`src/rtl/multi_channel_pulse_counter_pkg.sv`:
```
// Shared types and sizing helpers for the multi-channel pulse counter.
//   state_t     : serialiser state (IDLE / SHIFT)
//   frame_bits  : serial frame length, NUM_CH * (CNT_W + 1)
//   addr_w      : ch_addr width, $clog2(NUM_CH) with a floor of 1
package multi_channel_pulse_counter_pkg;

  typedef enum logic {IDLE = 1'b0, SHIFT = 1'b1} state_t;

  localparam int MAX_CH  = 16;
  localparam int GATE_CW = 8;   // holds GATE_TICKS-1 for GATE_TICKS up to 255

  function automatic int frame_bits(input int num_ch, input int cnt_w);
    return num_ch * (cnt_w + 1);
  endfunction

  function automatic int addr_w(input int num_ch);
    return (num_ch > 1) ? $clog2(num_ch) : 1;
  endfunction

endpackage

```
`src/rtl/multi_channel_pulse_counter_if.sv`:
```
// Serial frame stream of the pulse counter.
//   shift_en   : receiver ready, one bit consumed per cycle while sl_out is high
//   serial_out : frame data, MSB first
//   sl_out     : frame bit valid
//   ch_addr    : channel index of the current bit
//   ovf_any    : OR of the overflow flags in the snapshot being sent
// master = counter side, slave = receiver side.
interface multi_channel_pulse_counter_if
  import multi_channel_pulse_counter_pkg::*;
#(
  parameter int ADDR_W = 3
);
  logic              shift_en;
  logic              serial_out;
  logic              sl_out;
  logic [ADDR_W-1:0] ch_addr;
  logic              ovf_any;

  modport master (input shift_en, output serial_out, sl_out, ch_addr, ovf_any);
  modport slave  (output shift_en, input serial_out, sl_out, ch_addr, ovf_any);
endinterface

```
`src/rtl/multi_channel_pulse_counter_sync.sv`:
```
// Synchroniser plus rising-edge detector for one asynchronous input.
//   clk, rst_n : system clock, async active-low reset
//   din        : asynchronous input
//   rise       : one-cycle pulse, SYNC_STAGES+1 cycles after din rises
module pulse_sync_edge
  import multi_channel_pulse_counter_pkg::*;
#(
  parameter int SYNC_STAGES = 2
) (
  input  logic clk,
  input  logic rst_n,
  input  logic din,
  output logic rise
);
  logic [SYNC_STAGES-1:0] sync;
  logic                   hist;

  always_ff @(posedge clk or negedge rst_n) begin
    if (!rst_n) begin
      sync <= '0;
      hist <= 1'b0;
    end else begin
      sync <= {sync[SYNC_STAGES-2:0], din};
      hist <= sync[SYNC_STAGES-1];
    end
  end

  assign rise = sync[SYNC_STAGES-1] & ~hist;
endmodule

```
`src/rtl/multi_channel_pulse_counter.sv`:
```
// Multi-channel pulse counter: counts rising edges on NUM_CH asynchronous
// inputs over a window of GATE_TICKS RTC ticks, snapshots all counts at the
// window end and streams them out serially.
//   clk, rst_n : system clock, async active-low reset
//   ch_in      : asynchronous pulse inputs
//   rtc_in     : asynchronous RTC square wave, rising edge = tick
//   enable     : count edges and advance the gate counter
//   ovf_rtc    : sticky, a window ended while a frame was still being sent
//   sif        : serial frame stream (master side)
module multi_channel_pulse_counter
  import multi_channel_pulse_counter_pkg::*;
#(
  parameter int NUM_CH      = 8,
  parameter int CNT_W       = 16,
  parameter int GATE_TICKS  = 1,
  parameter int SYNC_STAGES = 2
) (
  input  logic                  clk,
  input  logic                  rst_n,
  input  logic [NUM_CH-1:0]     ch_in,
  input  logic                  rtc_in,
  input  logic                  enable,
  output logic                  ovf_rtc,
  multi_channel_pulse_counter_if.master sif
);
  localparam int FRAME_BITS = frame_bits(NUM_CH, CNT_W);
  localparam int ADDR_W     = addr_w(NUM_CH);
  localparam int BIT_W      = $clog2(CNT_W + 1);

  // ---- input synchronisers: lanes 0..NUM_CH-1 are channels, lane NUM_CH is RTC
  logic [NUM_CH:0]   rise_all;
  logic [NUM_CH-1:0] ch_rise;
  logic              rtc_rise;

  pulse_sync_edge #(.SYNC_STAGES(SYNC_STAGES)) u_sync [NUM_CH:0] (
    .clk  (clk),
    .rst_n(rst_n),
    .din  ({rtc_in, ch_in}),
    .rise (rise_all)
  );

  assign ch_rise  = rise_all[NUM_CH-1:0];
  assign rtc_rise = rise_all[NUM_CH];

  // ---- gate window
  logic [GATE_CW-1:0] gate_cnt;
  logic               gate_end;
  logic [NUM_CH-1:0]  cnt_rise;

  assign cnt_rise = ch_rise & {NUM_CH{enable}};
  assign gate_end = enable & rtc_rise & (gate_cnt == GATE_CW'(GATE_TICKS - 1));

  always_ff @(posedge clk or negedge rst_n) begin
    if (!rst_n)                gate_cnt <= '0;
    else if (enable & rtc_rise) gate_cnt <= gate_end ? '0 : gate_cnt + GATE_CW'(1);
  end

  // ---- live counters, saturating with a per-window sticky overflow
  logic [NUM_CH-1:0][CNT_W-1:0] live;
  logic [NUM_CH-1:0]            ovf_live;

  always_ff @(posedge clk or negedge rst_n) begin
    if (!rst_n) begin
      live     <= '0;
      ovf_live <= '0;
    end else begin
      for (int i = 0; i < NUM_CH; i++) begin
        if (gate_end) begin
          // an edge in the closing cycle is the first of the new window
          live[i]     <= CNT_W'(cnt_rise[i]);
          ovf_live[i] <= 1'b0;
        end else if (cnt_rise[i]) begin
          if (&live[i]) ovf_live[i] <= 1'b1;
          else          live[i]     <= live[i] + CNT_W'(1);
        end
      end
    end
  end

  // ---- frame image: per channel {count MSB..LSB, ovf}, channel 0 first
  logic [FRAME_BITS-1:0] frame_load;

  always_comb begin
    frame_load = '0;
    for (int i = 0; i < NUM_CH; i++)
      frame_load[FRAME_BITS-1-i*(CNT_W+1) -: CNT_W+1] = {live[i], ovf_live[i]};
  end

  // ---- serialiser. The snapshot doubles as the output shift register, so
  // serial_out is a flop and falls back to 0 once the frame has drained.
  state_t                state;
  logic [FRAME_BITS-1:0] snap;
  logic [BIT_W-1:0]      bit_cnt;
  logic [ADDR_W-1:0]     addr;
  logic                  sl;
  logic                  any;
  logic                  ch_last;

  assign ch_last = (bit_cnt == BIT_W'(CNT_W));

  always_ff @(posedge clk or negedge rst_n) begin
    if (!rst_n) begin
      state   <= IDLE;
      snap    <= '0;
      bit_cnt <= '0;
      addr    <= '0;
      sl      <= 1'b0;
      any     <= 1'b0;
      ovf_rtc <= 1'b0;
    end else begin
      case (state)
        IDLE: if (gate_end) begin
          snap    <= frame_load;
          any     <= |ovf_live;
          bit_cnt <= '0;
          addr    <= '0;
          sl      <= 1'b1;
          state   <= SHIFT;
        end
        SHIFT: begin
          if (gate_end) ovf_rtc <= 1'b1;   // window dropped, frame keeps going
          if (sif.shift_en) begin
            snap <= snap << 1;
            if (ch_last) begin
              bit_cnt <= '0;
              if (addr == ADDR_W'(NUM_CH - 1)) begin
                addr  <= '0;
                sl    <= 1'b0;
                state <= IDLE;
              end else begin
                addr <= addr + ADDR_W'(1);
              end
            end else begin
              bit_cnt <= bit_cnt + BIT_W'(1);
            end
          end
        end
        default: state <= IDLE;
      endcase
    end
  end

  assign sif.serial_out = snap[FRAME_BITS-1];
  assign sif.sl_out     = sl;
  assign sif.ch_addr    = addr;
  assign sif.ovf_any    = any;
endmodule
```
`src/flat_wrapper.sv`:
```
// flat-port wrapper written by rule: the top's interface ports become plain ports
module multi_channel_pulse_counter_flat import multi_channel_pulse_counter_pkg::*;
#(
  parameter int NUM_CH      = 8,
  parameter int CNT_W       = 16,
  parameter int GATE_TICKS  = 1,
  parameter int SYNC_STAGES = 2
)
  (clk, rst_n, ch_in, rtc_in, enable, ovf_rtc, sif_shift_en, sif_serial_out, sif_sl_out, sif_ch_addr, sif_ovf_any);
  multi_channel_pulse_counter_if sif_i ();
  input  logic clk;
  input  logic rst_n;
  input  logic [NUM_CH-1:0] ch_in;
  input  logic rtc_in;
  input  logic enable;
  output logic ovf_rtc;
  input wire logic [$bits(sif_i.shift_en)-1:0] sif_shift_en;
  output wire logic [$bits(sif_i.serial_out)-1:0] sif_serial_out;
  output wire logic [$bits(sif_i.sl_out)-1:0] sif_sl_out;
  output wire logic [$bits(sif_i.ch_addr)-1:0] sif_ch_addr;
  output wire logic [$bits(sif_i.ovf_any)-1:0] sif_ovf_any;
  assign sif_i.shift_en = sif_shift_en;
  assign sif_serial_out = sif_i.serial_out;
  assign sif_sl_out = sif_i.sl_out;
  assign sif_ch_addr = sif_i.ch_addr;
  assign sif_ovf_any = sif_i.ovf_any;
  multi_channel_pulse_counter #(.NUM_CH(NUM_CH), .CNT_W(CNT_W), .GATE_TICKS(GATE_TICKS), .SYNC_STAGES(SYNC_STAGES)) u_core (.clk(clk), .rst_n(rst_n), .ch_in(ch_in), .rtc_in(rtc_in), .enable(enable), .ovf_rtc(ovf_rtc), .sif(sif_i));
endmodule
```
`config.mk`:
```
export PLATFORM = sky130hd
export DESIGN_NAME = multi_channel_pulse_counter_flat
export DESIGN_NICKNAME = d
export VERILOG_FILES = /design/src/rtl/multi_channel_pulse_counter_pkg.sv /design/src/rtl/multi_channel_pulse_counter_if.sv /design/src/rtl/multi_channel_pulse_counter_sync.sv /design/src/rtl/multi_channel_pulse_counter.sv /design/src/flat_wrapper.sv
export SDC_FILE = /design/constraint.sdc
export NUM_CORES = 1
export LEC_CHECK = 0
export CAP_MARGIN = 20
export CORE_UTILIZATION = 35
export DETAILED_ROUTE_END_ITERATION = 6
export GPL_TIMING_DRIVEN = 0
export PLACE_DENSITY_LB_ADDON = 0.3
export SLEW_MARGIN = 10
export SYNTH_ARGS = -nofsm -noshare
export SYNTH_HDL_FRONTEND = slang
export SYNTH_SLANG_ARGS = --single-unit
```
`constraint.sdc`:
```
create_clock -name clk -period 4.4 [get_ports clk]
set_input_delay 0.88 -clock clk [delete_from_list [all_inputs] [get_ports clk]]
set_output_delay 0.88 -clock clk [all_outputs]
set_load 0.1 [all_outputs]
```
== Word level (Yosys, flattened, before mapping) ==
Cells that the tools add are included.

* Bits of input ports: 13
* Output and inout port bits: 7
* Flip-flop bits (word level): 319

* Bitwise operators: 22
* Add/sub/neg operators: 11
* Equality and inequality tests: 14
* Mux-type cells: 71
* Reduce and logical (&&, ||, !) cells: 47

{| class="wikitable"
|+ Operator list
! operator !! count
|-
| 16-bit 2-to-1 mux || 24
|-
| 136-bit 2-to-1 mux || 2
|-
| 136-bit one-hot mux with 2 select lines || 1
|-
| 16-bit by 1-bit adder with 16-bit output, second input constant || 8
|-
| 16-bit AND reduction || 8
|-
| 2-bit AND reduction || 19
|-
| 1-bit 2-to-1 mux || 32
|-
| 2-bit nonzero test || 16
|-
| 2-bit by 1-bit != test with 1-bit output, second input constant || 9
|-
| 5-bit 2-to-1 mux || 3
|-
| 3-bit 2-to-1 mux || 4
|-
| 1-bit AND || 11
|-
| 1-bit NOT || 10
|-
| 5-bit one-hot mux with 2 select lines || 1
|-
| 8-bit by 1-bit adder with 8-bit output, second input constant || 1
|-
| 8-bit AND || 1
|-
| 8-bit logical NOT || 1
|-
| 8-bit 2-to-1 mux || 1
|-
| 8-bit OR reduction || 1
|-
| 2-bit != test, second input constant || 3
|-
| 3-bit one-hot mux with 2 select lines || 1
|-
| 5-bit by 1-bit adder with 5-bit output, second input constant || 1
|-
| 5-bit equality test, second input constant || 1
|-
| 1-bit one-hot mux with 2 select lines || 2
|-
| 4 further kinds || 4
|}

== Logic depth before layout (Yosys ltp) ==
Gate-level depths: netlist (run 1).

* Depth after elaboration: 6
* Gate-level depth with buffers: 9
* Mapped depth without buffers: 7

== Hierarchy ==
Synthesis (run 1) repeated with hierarchy kept, for this count alone.

* Cell total of the unflattened synthesis: 1516
* Area, all modules: 15320.9 um2

{| class="wikitable"
|+ Modules (own cells, without submodules)
! module !! cells an instance !! area an instance (um2) !! instances
|-
| multi_channel_pulse_counter || 1480 || 14521.4 || 1
|-
| pulse_sync_edge || 4 || 88.8 || 9
|}

== Worst setup path before layout (run 1) ==
No wires, ideal clock.

* Path type: in2reg
* Start: input port enable
* End: register u_core.snap[100]
* Stages: 9
* Library setup time: 0.132 ns
* Buffers on the path: 4
* Path slack: 2.124 ns
* Arrival time: 2.144 ns
* Path through: and3b_1 > buf_2 > nand4_2 > o21a_1 > buf_2 > buf_2 > buf_2 > nand2_1 > o21ai_1

* Word-level cells in the longest chain between the ends: 4

{| class="wikitable"
|+ RTL lines
! what !! line !! text
|-
| from (decl) || flat_wrapper.sv:15 || <nowiki>input logic enable;</nowiki>
|-
| 1-bit AND (2 in a row) || multi_channel_pulse_counter.sv:51 || <nowiki>assign gate_end = enable & rtc_rise & (gate_cnt == GATE_CW'(GATE_TICKS - 1));</nowiki>
|-
| 2-bit by 1-bit != test with 1-bit output (no source line) || -- ||
|-
| 2-bit AND reduction (no source line) || -- ||
|-
| to (signal assigned) || multi_channel_pulse_counter.sv:113 || <nowiki>snap <= frame_load;</nowiki>
|-
| to (signal assigned) || multi_channel_pulse_counter.sv:123 || <nowiki>snap <= snap << 1;</nowiki>
|-
| to (decl) || multi_channel_pulse_counter.sv:92 || <nowiki>logic [FRAME_BITS-1:0] snap;</nowiki>
|}

No other way between the ends.
A chain may end at the register's enable or synchronous reset.

== Final worst setup path (run 1) ==
* Start: input port enable
* End: register u_core.snap[117]

Same word-level chain as after synthesis.

==> metrics.txt, run 1 <==
status completed; Leakage 7.672 nW; achievable clock frequency 323.0 MHz; H-tree levels 2; Final Total Pwr 8.763 mW; endpoint of the worst register-to-register path u_core.snap[117]$_DFFE_PN0P_; first-pass detailed-route iteration total 5; clock latency on the worst-skew pair 0.53 ns; Mapped Cells 1478; count of unique library cells instantiated by Yosys 64; drt initial violations 755; setup repair after global routing missed its margin false; CTS Hold Bufs 0; buffers from clock root to sink, at most 3; final setup slack of the worst path 1.304 ns; transition time at the pin with the least slew margin 0.9716 ns; slowest cell on the critical path clkdlybuf4s50_1; cell family contributing the most delay on the critical path buffers and inverters; time the worst path needs with I/O delays and setup 3.096 ns; total routing usage reported by global routing 16.33%; number of buffers added for setup after CTS 0; total gr overflow 0; Placer Congestion 0.8346; number of top-level design ports 20; Final Util 40.68%; class of the tightest hold or removal check input pin to async pin; cells on worst reg2reg path 8; antenna violations before repair 1; area of the core 42230 sq um; Gates resized, CTS repair 0; data arrival time of the critical path 3.48 ns; Warnings, synthesis 0; DP Worst Slack 0.7401 ns; post-synth net total 1505; Syn Std Cell Area 15060 sq um; HPWL after DPL 23160 microns; critical path's largest stage delay 0.57 ns; remaining antenna violation count after routing 0; layout cell share with drive strength beyond 1 7.697%; most area-consuming cells after synthesis dfrtp_1, mux2i_1, nand2_1, xnor2_1, nor2_1; area taken by multi-input logic gates 6689 sq um; Via-to-Cell Ratio 5.342; maximum fanout count along the critical path 10; cell seen most often among critical-path stages buf_2; maximum number of pins on one net before global-route repair 113; crit path buf inv count 5; vertical extent of the die 209.4 microns; number of global-route vias before repair 11.15k; synth-to-layout area growth 14.09%; wire length of the first global-routing pass 58390 microns; register-to-register setup slack 1.70 ns; vias after detailed routing 11.21k; Clock Pin Slew Worst Setup and Hold Paths 0.06 ns; Starting Density 35.65%; top-area cell type share of the netlist area 53.02%; Num CTS Buffers 35; final setup violation count 0; portion of the post-synthesis area used by sequential elements 53.02%; mean routed wirelength per cell 16.48 microns; final net count 1564; top flip-flop cell by instance count after synthesis dfrtp_1; Clock Skews 0.02913 ns; relative max-transition margin 35.03%; data required time at the worst endpoint 4.78 ns; pins over their slew limit 0; floorplan die area 43850 sq um; fraction of registers with async set or reset after synthesis 100.0%; filler cell count in the final layout 4150; DIE WIDTH 209.4 microns; synthesized area divided by synthesized cell count 10.19 sq um; detailed-route wire length 34570 microns; max_cap viols 0; sort of element at the start of the critical path input pin; peak ir drop on the vdd network 0.0002631 V; nature of the critical path endpoint register; CTS tree built; area taken by flip-flops and latches 7983 sq um; CTS Root Buffer Type clkbuf_16; total DRC errors in the routed layout 0; critical path type input pin to register; final period utilization 70.36%; number of enable flip-flop cells after synthesis 0; R2R Path Start u_core.gate_cnt[3]$_DFFE_PN0P_; synthesized flop and latch total 319; power per standard cell area 510.2 nW/um^2; Synth area leader dfrtp_1; cells along the critical path clkdlybuf4s50_1, and3b_1, buf_2, nand4_2, o21a_1, buf_2, buf_2, buf_2, nand2_1, o21ai_1; final hold violations 0; diodes inserted 0; number of standard-cell rows in the floorplan 75; number of I/O port buffers 19; Num Clock Sinks 319
-- placed cells by master (no fill, tap or decap), types with 5 or more instances in the layout --
cell | netlist | final
dfrtp_1 | 319 | 319
nand2_1 | 191 | 191
mux2i_1 | 140 | 140
nor2_1 | 124 | 124
o21ai_0 | 84 | 84
o21ai_1 | 80 | 80
xnor2_1 | 71 | 71
clkbuf_1 | 42 | 46
nor3_1 | 46 | 46
nand3_1 | 44 | 44
nand4_1 | 39 | 39
clkbuf_16 | 0 | 35
a21oi_1 | 34 | 34
buf_2 | 31 | 31
nor4_1 | 21 | 21
clkdlybuf4s50_1 | 0 | 18
or3_1 | 17 | 17
xor2_1 | 17 | 17
ha_1 | 14 | 14
inv_1 | 13 | 13
and3_1 | 12 | 12
a31oi_1 | 12 | 12
and4_1 | 11 | 11
clkbuf_8 | 0 | 10
and3b_1 | 9 | 9
a211oi_1 | 6 | 6
and2_1 | 5 | 5
nor3b_1 | 5 | 5
a311oi_1 | 5 | 5
o211ai_1 | 5 | 5
-- state kept, by name, indices dropped and copies added, names as in the netlist --
signal and flops:
u_core.u_sync.sync 18, u_core.state 1, u_core.frame_load 128, u_core.sif.ch_addr 3
u_core.u_sync.hist 9, u_core.bit_cnt 5, u_core.ovf_live 8, u_core.gate_cnt 8
u_core.sif.ovf_any 1, u_core.ovf_rtc 1, u_core.snap 136, u_core.sif.sl_out 1
-- metal layers --
metal	vias to the layer above	global-route usage [%]	share of wire [%]
li1	5370	-	-
met1	5608	23.70	50
met2	175	25.40	45
met3	54	2.319	3.1
met4	0	4.513	2.0
met5	-	0	0
-- synthesized netlist by cell type, types with 3 or more instances --
library cell	count
a211oi_1	6
a21o_1	4
a21oi_1	34
a22o_1	3
a311oi_1	5
a31oi_1	12
and2_1	5
and3_1	12
and3b_1	9
and4_1	11
and4b_1	4
buf_2	31
buf_4	3
clkbuf_1	42
dfrtp_1	319
ha_1	14
inv_1	13
mux2_2	3
mux2i_1	140
nand2_1	191
nand2b_1	3
nand3_1	44
nand3b_1	4
nand4_1	39
nor2_1	124
nor2b_1	3
nor3_1	46
nor3b_1	5
nor4_1	21
nor4_2	3
nor4b_1	4
o2111ai_1	3
o211ai_1	5
o21ai_0	84
o21ai_1	80
o22ai_1	3
or2_2	4
or3_1	17
or4_1	3
xnor2_1	71
xor2_1	17
-- power by group --
group | total (mW) | switching, mW | internal, mW
sequential | 3.79 | 0.410 | 3.38
clock | 2.98 | 1.18 | 1.80
combinational | 1.99 | 1.24 | 0.753
-- how the worst max path moves through the flow --
stage	from	depth (start not counted)	slack, ns	end
finish	enable	10	1.30	u_core.snap[117]$_DFFE_PN0P_
global route	enable	10	1.14	u_core.snap[130]$_DFFE_PN0P_
detailed placement	enable	10	0.74	u_core.snap[117]$_DFFE_PN0P_
floorplan	enable	9	2.12	u_core.snap[100]$_DFFE_PN0P_
global placement	rst_n	1	-11.60	u_core.snap[61]$_DFFE_PN0P_
CTS	enable	10	1.29	u_core.snap[108]$_DFFE_PN0P_
-- logic make-up after synthesis --
kind of cell | count (synthesis) | share of synthesized area [%]
simple gates | 571 | 19.17
mux | 143 | 9.532
compound gates | 254 | 9.441
xor+xnor | 88 | 5.119
flops | 319 | 53.02
buf+inv | 89 | 2.551
fa+ha+maj | 14 | 1.163
-- area by class of cell --
class	instances	share of cell area [%]
flip-flops and latches	319	46.47
clock inverters	10	0.8158
clock buffers	49	5.988
plain buffers	76	1.952
multi-input cells	1070	38.94
inverters	13	0.2841
repair buffers	22	1.617
well taps	539	3.926
-- through the flow --
step           cells  cell area (sq um)  hold WS [ns]  setup TNS (ns)
3_5_place_dp    2039              16010        0.3358               0
4_1_cts         2098              17180        0.2028               0
5_1_grt         2098              17180        0.2120               0
6_report        2098              17180        0.2171               0
3_3_place_gp    2036              15920        0.3327        -3686.71
2_1_floorplan   1478              15060        0.3312               0
Power figures use the tool's default switching activity.
==> inputs of run 2 (changes only) <==
==> constraint.sdc (replaced) <==
create_clock -name clk -period 2.75 [get_ports clk]
set_input_delay 0.55 -clock clk [delete_from_list [all_inputs] [get_ports clk]]
set_output_delay 0.55 -clock clk [all_outputs]
set_load 0.1 [all_outputs]
==> run 2 against run 1 <==
Net effect: combinational power rose by 60%; flip-flop and latch count stayed put; critical endpoint is now sif_ch_addr[0]; sequential power rose by 60%; utilization increased by 0.10 points; via count down 0.14%; largest power group unchanged; non-clock buffer count rose by 3; largest cell class unchanged; count of clock-buffer cells in the layout unchanged; highest routed layer unchanged; cell area increased by 0.25%; setup slack lost 1.3 ns; die area unchanged.
==> metrics.txt, run 2 (synthesis results as in run 1) <==
WP depth 1 (-9); cells on worst reg2reg path 7 (-1); transition time at the pin with the least slew margin 0.9716 ns (+0.00003141 ns); R2R Path Start u_core.gate_cnt[7]$_DFFE_PN0P_; number of cells after detailed placement 2039 (unchanged); area of the core 42230 sq um (unchanged); max_cap viols 0 (unchanged); wire length of the first global-routing pass 58420 microns (about the same); cell family contributing the most delay on the critical path buffers and inverters; met2 Track Usage GR 25.43% (about the same); endpoint of the worst register-to-register path u_core.frame_load[14]$_DFFE_PN0P_; register-to-register setup slack 0.30 ns (-1.40 ns); synth-to-layout area growth 14.38%; final hold violations 0 (unchanged); HPWL after DPL 23160 microns (unchanged); non-filler cells in the finished layout 2101 (+0.14%); data required time at the worst endpoint 2.20 ns (-2.58 ns); Worst Setup SP u_core.sif.ch_addr[0]$_DFFE_PN0P_; mean routed wirelength per cell 16.44 microns (-0.25%); drt initial violations 743 (-1.6%); final net count 1567 (+0.19%); final setup violation count 0 (unchanged); flip-flop count of the largest register, all copies and words added 136 (unchanged); remaining antenna violation count after routing 0 (unchanged); maximum number of pins on one net before global-route repair 113 (unchanged); nature of the critical path endpoint primary output; detailed-route wire length 34530 microns (-0.11%); Final Total Pwr 14.03 mW (+60%); number of standard-cell rows in the floorplan 75 (unchanged); most flop-heavy register u_core.snap; Starting Density 35.65% (unchanged); total routing usage reported by global routing 16.33% (about the same); number of I/O port buffers 19 (unchanged); peak ir drop on the vdd network 0.0004209 V (+60%); met3 track demand over resource in global routing 2.319% (unchanged); antenna violations before repair 1 (unchanged); Placer Congestion 0.8346 (unchanged); CTS tree built; number of global-route vias before repair 11.16k (+0.11%); most frequent standard cell in the layout excluding fill and tap cells dfrtp_1; Num CTS Buffers 35 (unchanged); vertical extent of the die 209.4 microns (unchanged); vias after detailed routing 11.19k (-0.14%); relative max-transition margin 35.02% (about the same); setup repair after global routing missed its margin false; slowest cell on the critical path clkdlybuf4s50_1; setup TNS 0 ns (unchanged); net switching power 4.520 mW (+60%); total gr overflow 0 (unchanged); power per standard cell area 814.6 nW/um^2 (+60%); achievable clock frequency 369.7 MHz; class of the tightest hold or removal check register to register; crit path buf inv count 1 (-4); share of power burned in combinational logic 22.8% (about the same); H-tree levels 2 (unchanged); internal power contribution 9.508 mW (+60%); time the worst path needs with I/O delays and setup 2.705 ns; met1 demand-to-capacity share in global routing 23.70% (unchanged); Clock Pin Slew Worst Setup and Hold Paths 0.06 ns (about the same); commonest cells after routing, fill and taps aside dfrtp_1, nand2_1, mux2i_1; critical path's largest stage delay 1.18 ns (+0.61 ns); first-pass detailed-route iteration total 5 (unchanged); buffers from clock root to sink, at most 3 (unchanged); Clock Skews 0.02831 ns (-0.0008214 ns); Via-to-Cell Ratio 5.327 (-0.29%); status completed; floorplan die area 43850 sq um (unchanged); critical path type register to primary output; sort of element at the start of the critical path register; Num Clock Sinks 319 (unchanged); layer with the highest usage met2; data arrival time of the critical path 2.15 ns (-1.33 ns); share of power burned in the clock network 34.0% (about the same); Critical path destination sif_ch_addr[0]; pins over their slew limit 0 (unchanged); final period utilization 98.35%; cells along the critical path clkdlybuf4s50_1; maximum fanout count along the critical path 5 (-5); clock latency on the worst-skew pair 0.53 ns (about the same); total DRC errors in the routed layout 0 (unchanged); switching share of total power 32.22% (about the same); Seq pwr share 43.3% (about the same); number of top-level design ports 20 (unchanged); Leakage 7.700 nW (+0.37%); layout cell share with drive strength beyond 1 7.939% (+0.24 points); CTS Root Buffer Type clkbuf_16; DIE WIDTH 209.4 microns (unchanged); Final Util 40.78% (+0.10 points); diodes inserted 0 (unchanged)
-- run 2: cell count changes in the layout (fill, tap and decap cells not counted) --
cell	delta
nor4_2	+1
buf_12	+1
nor4_1	-1
clkbuf_1	-1
dlygate4sd3_1	+1
clkbuf_2	+1
buf_4	+1
clkdlybuf4s50_1	-1
dlygate4sd2_1	+1
-- run 2: power groups by stage --
| stage | Sequential, mW | Combinational (mW) | Clock [mW] |
|---|---|---|---|
| floorplan | 6.13 | 2.19 | 0 |
| global placement | 6.10 | 3.12 | 0 |
| detailed placement | 6.12 | 3.20 | 0 |
| finish | 6.07 | 3.19 | 4.77 |
| CTS | 6.05 | 3.23 | 4.92 |
| global route | 6.17 | 3.56 | 5.11 |
-- run 2: layout make-up --
cell class | instances | area, sq um
clock inverters | 10 | 140.1
inverters | 13 | 48.80
clock buffers | 49 | 1028
plain buffers | 76 | 336.6
repair buffers | 25 | 314.1
flip-flops and latches | 319 | 7983
multi-input cells | 1070 | 6695
well taps | 539 | 674.4
fillers | 4144 | 25010
-- run 2: layer usage --
layer	vias to the layer above	share of wire, %
met1	5571	50
met4	0	2.1
met5	-	0
li1	5372	-
met2	189	45
met3	59	3.3
-- run 2: worst min path at each step --
stage	slack [ns]	start	depth (start not counted)	endpoint
after floorplan	0.25	rst_n	0	u_core.bit_cnt[0]$_DFFE_PN0P_
after global placement	0.33	u_core.u_sync[2].sync[0]$_DFF_PN0_	0	u_core.u_sync[2].sync[1]$_DFF_PN0_
after detailed placement	0.34	u_core.u_sync[2].sync[0]$_DFF_PN0_	0	u_core.u_sync[2].sync[1]$_DFF_PN0_
after CTS	0.35	u_core.u_sync[2].sync[0]$_DFF_PN0_	0	u_core.u_sync[2].sync[1]$_DFF_PN0_
after global routing	0.36	u_core.u_sync[2].sync[0]$_DFF_PN0_	0	u_core.u_sync[2].sync[1]$_DFF_PN0_
final	0.35	u_core.u_sync[2].sync[0]$_DFF_PN0_	0	u_core.u_sync[2].sync[1]$_DFF_PN0_
-- run 2: metrics by stage --
stage               setup slack, ns  hold WS [ns]  cell area (sq um)
finish                      0.04524        0.3461              17220
global route              0.0001334        0.3632              17220
CTS                        -0.03422        0.3494              17190
detailed placement          -0.5799        0.3358              16010
global placement             -12.92        0.3327              15920
floorplan                    0.7668        0.2544              15060
-- run 2: timing repair --
item | 4_1_cts | 5_1_grt
buffers inserted | 0 | 2
gates cloned | 0 | 0
endpoints found under the hold margin | 33 | 0
pin swaps | 0 | 1
resized for setup | 1 | 4
hold buffers | 1 | 0
endpoints found under the setup margin | 51 | 131
==> inputs of run 3 (changes only) <==
--- a/config.mk
+++ b/config.mk
@@ -5,6 +5,7 @@
 export SDC_FILE = /design/constraint.sdc
 export NUM_CORES = 1
 export LEC_CHECK = 0
+export ABC_CLOCK_PERIOD_IN_PS = 2750
 export CAP_MARGIN = 20
 export CORE_UTILIZATION = 35
 export DETAILED_ROUTE_END_ITERATION = 6
==> results of run 3 <==
Same layout as run 2: the final DEF is identical, and so are final timing and power.
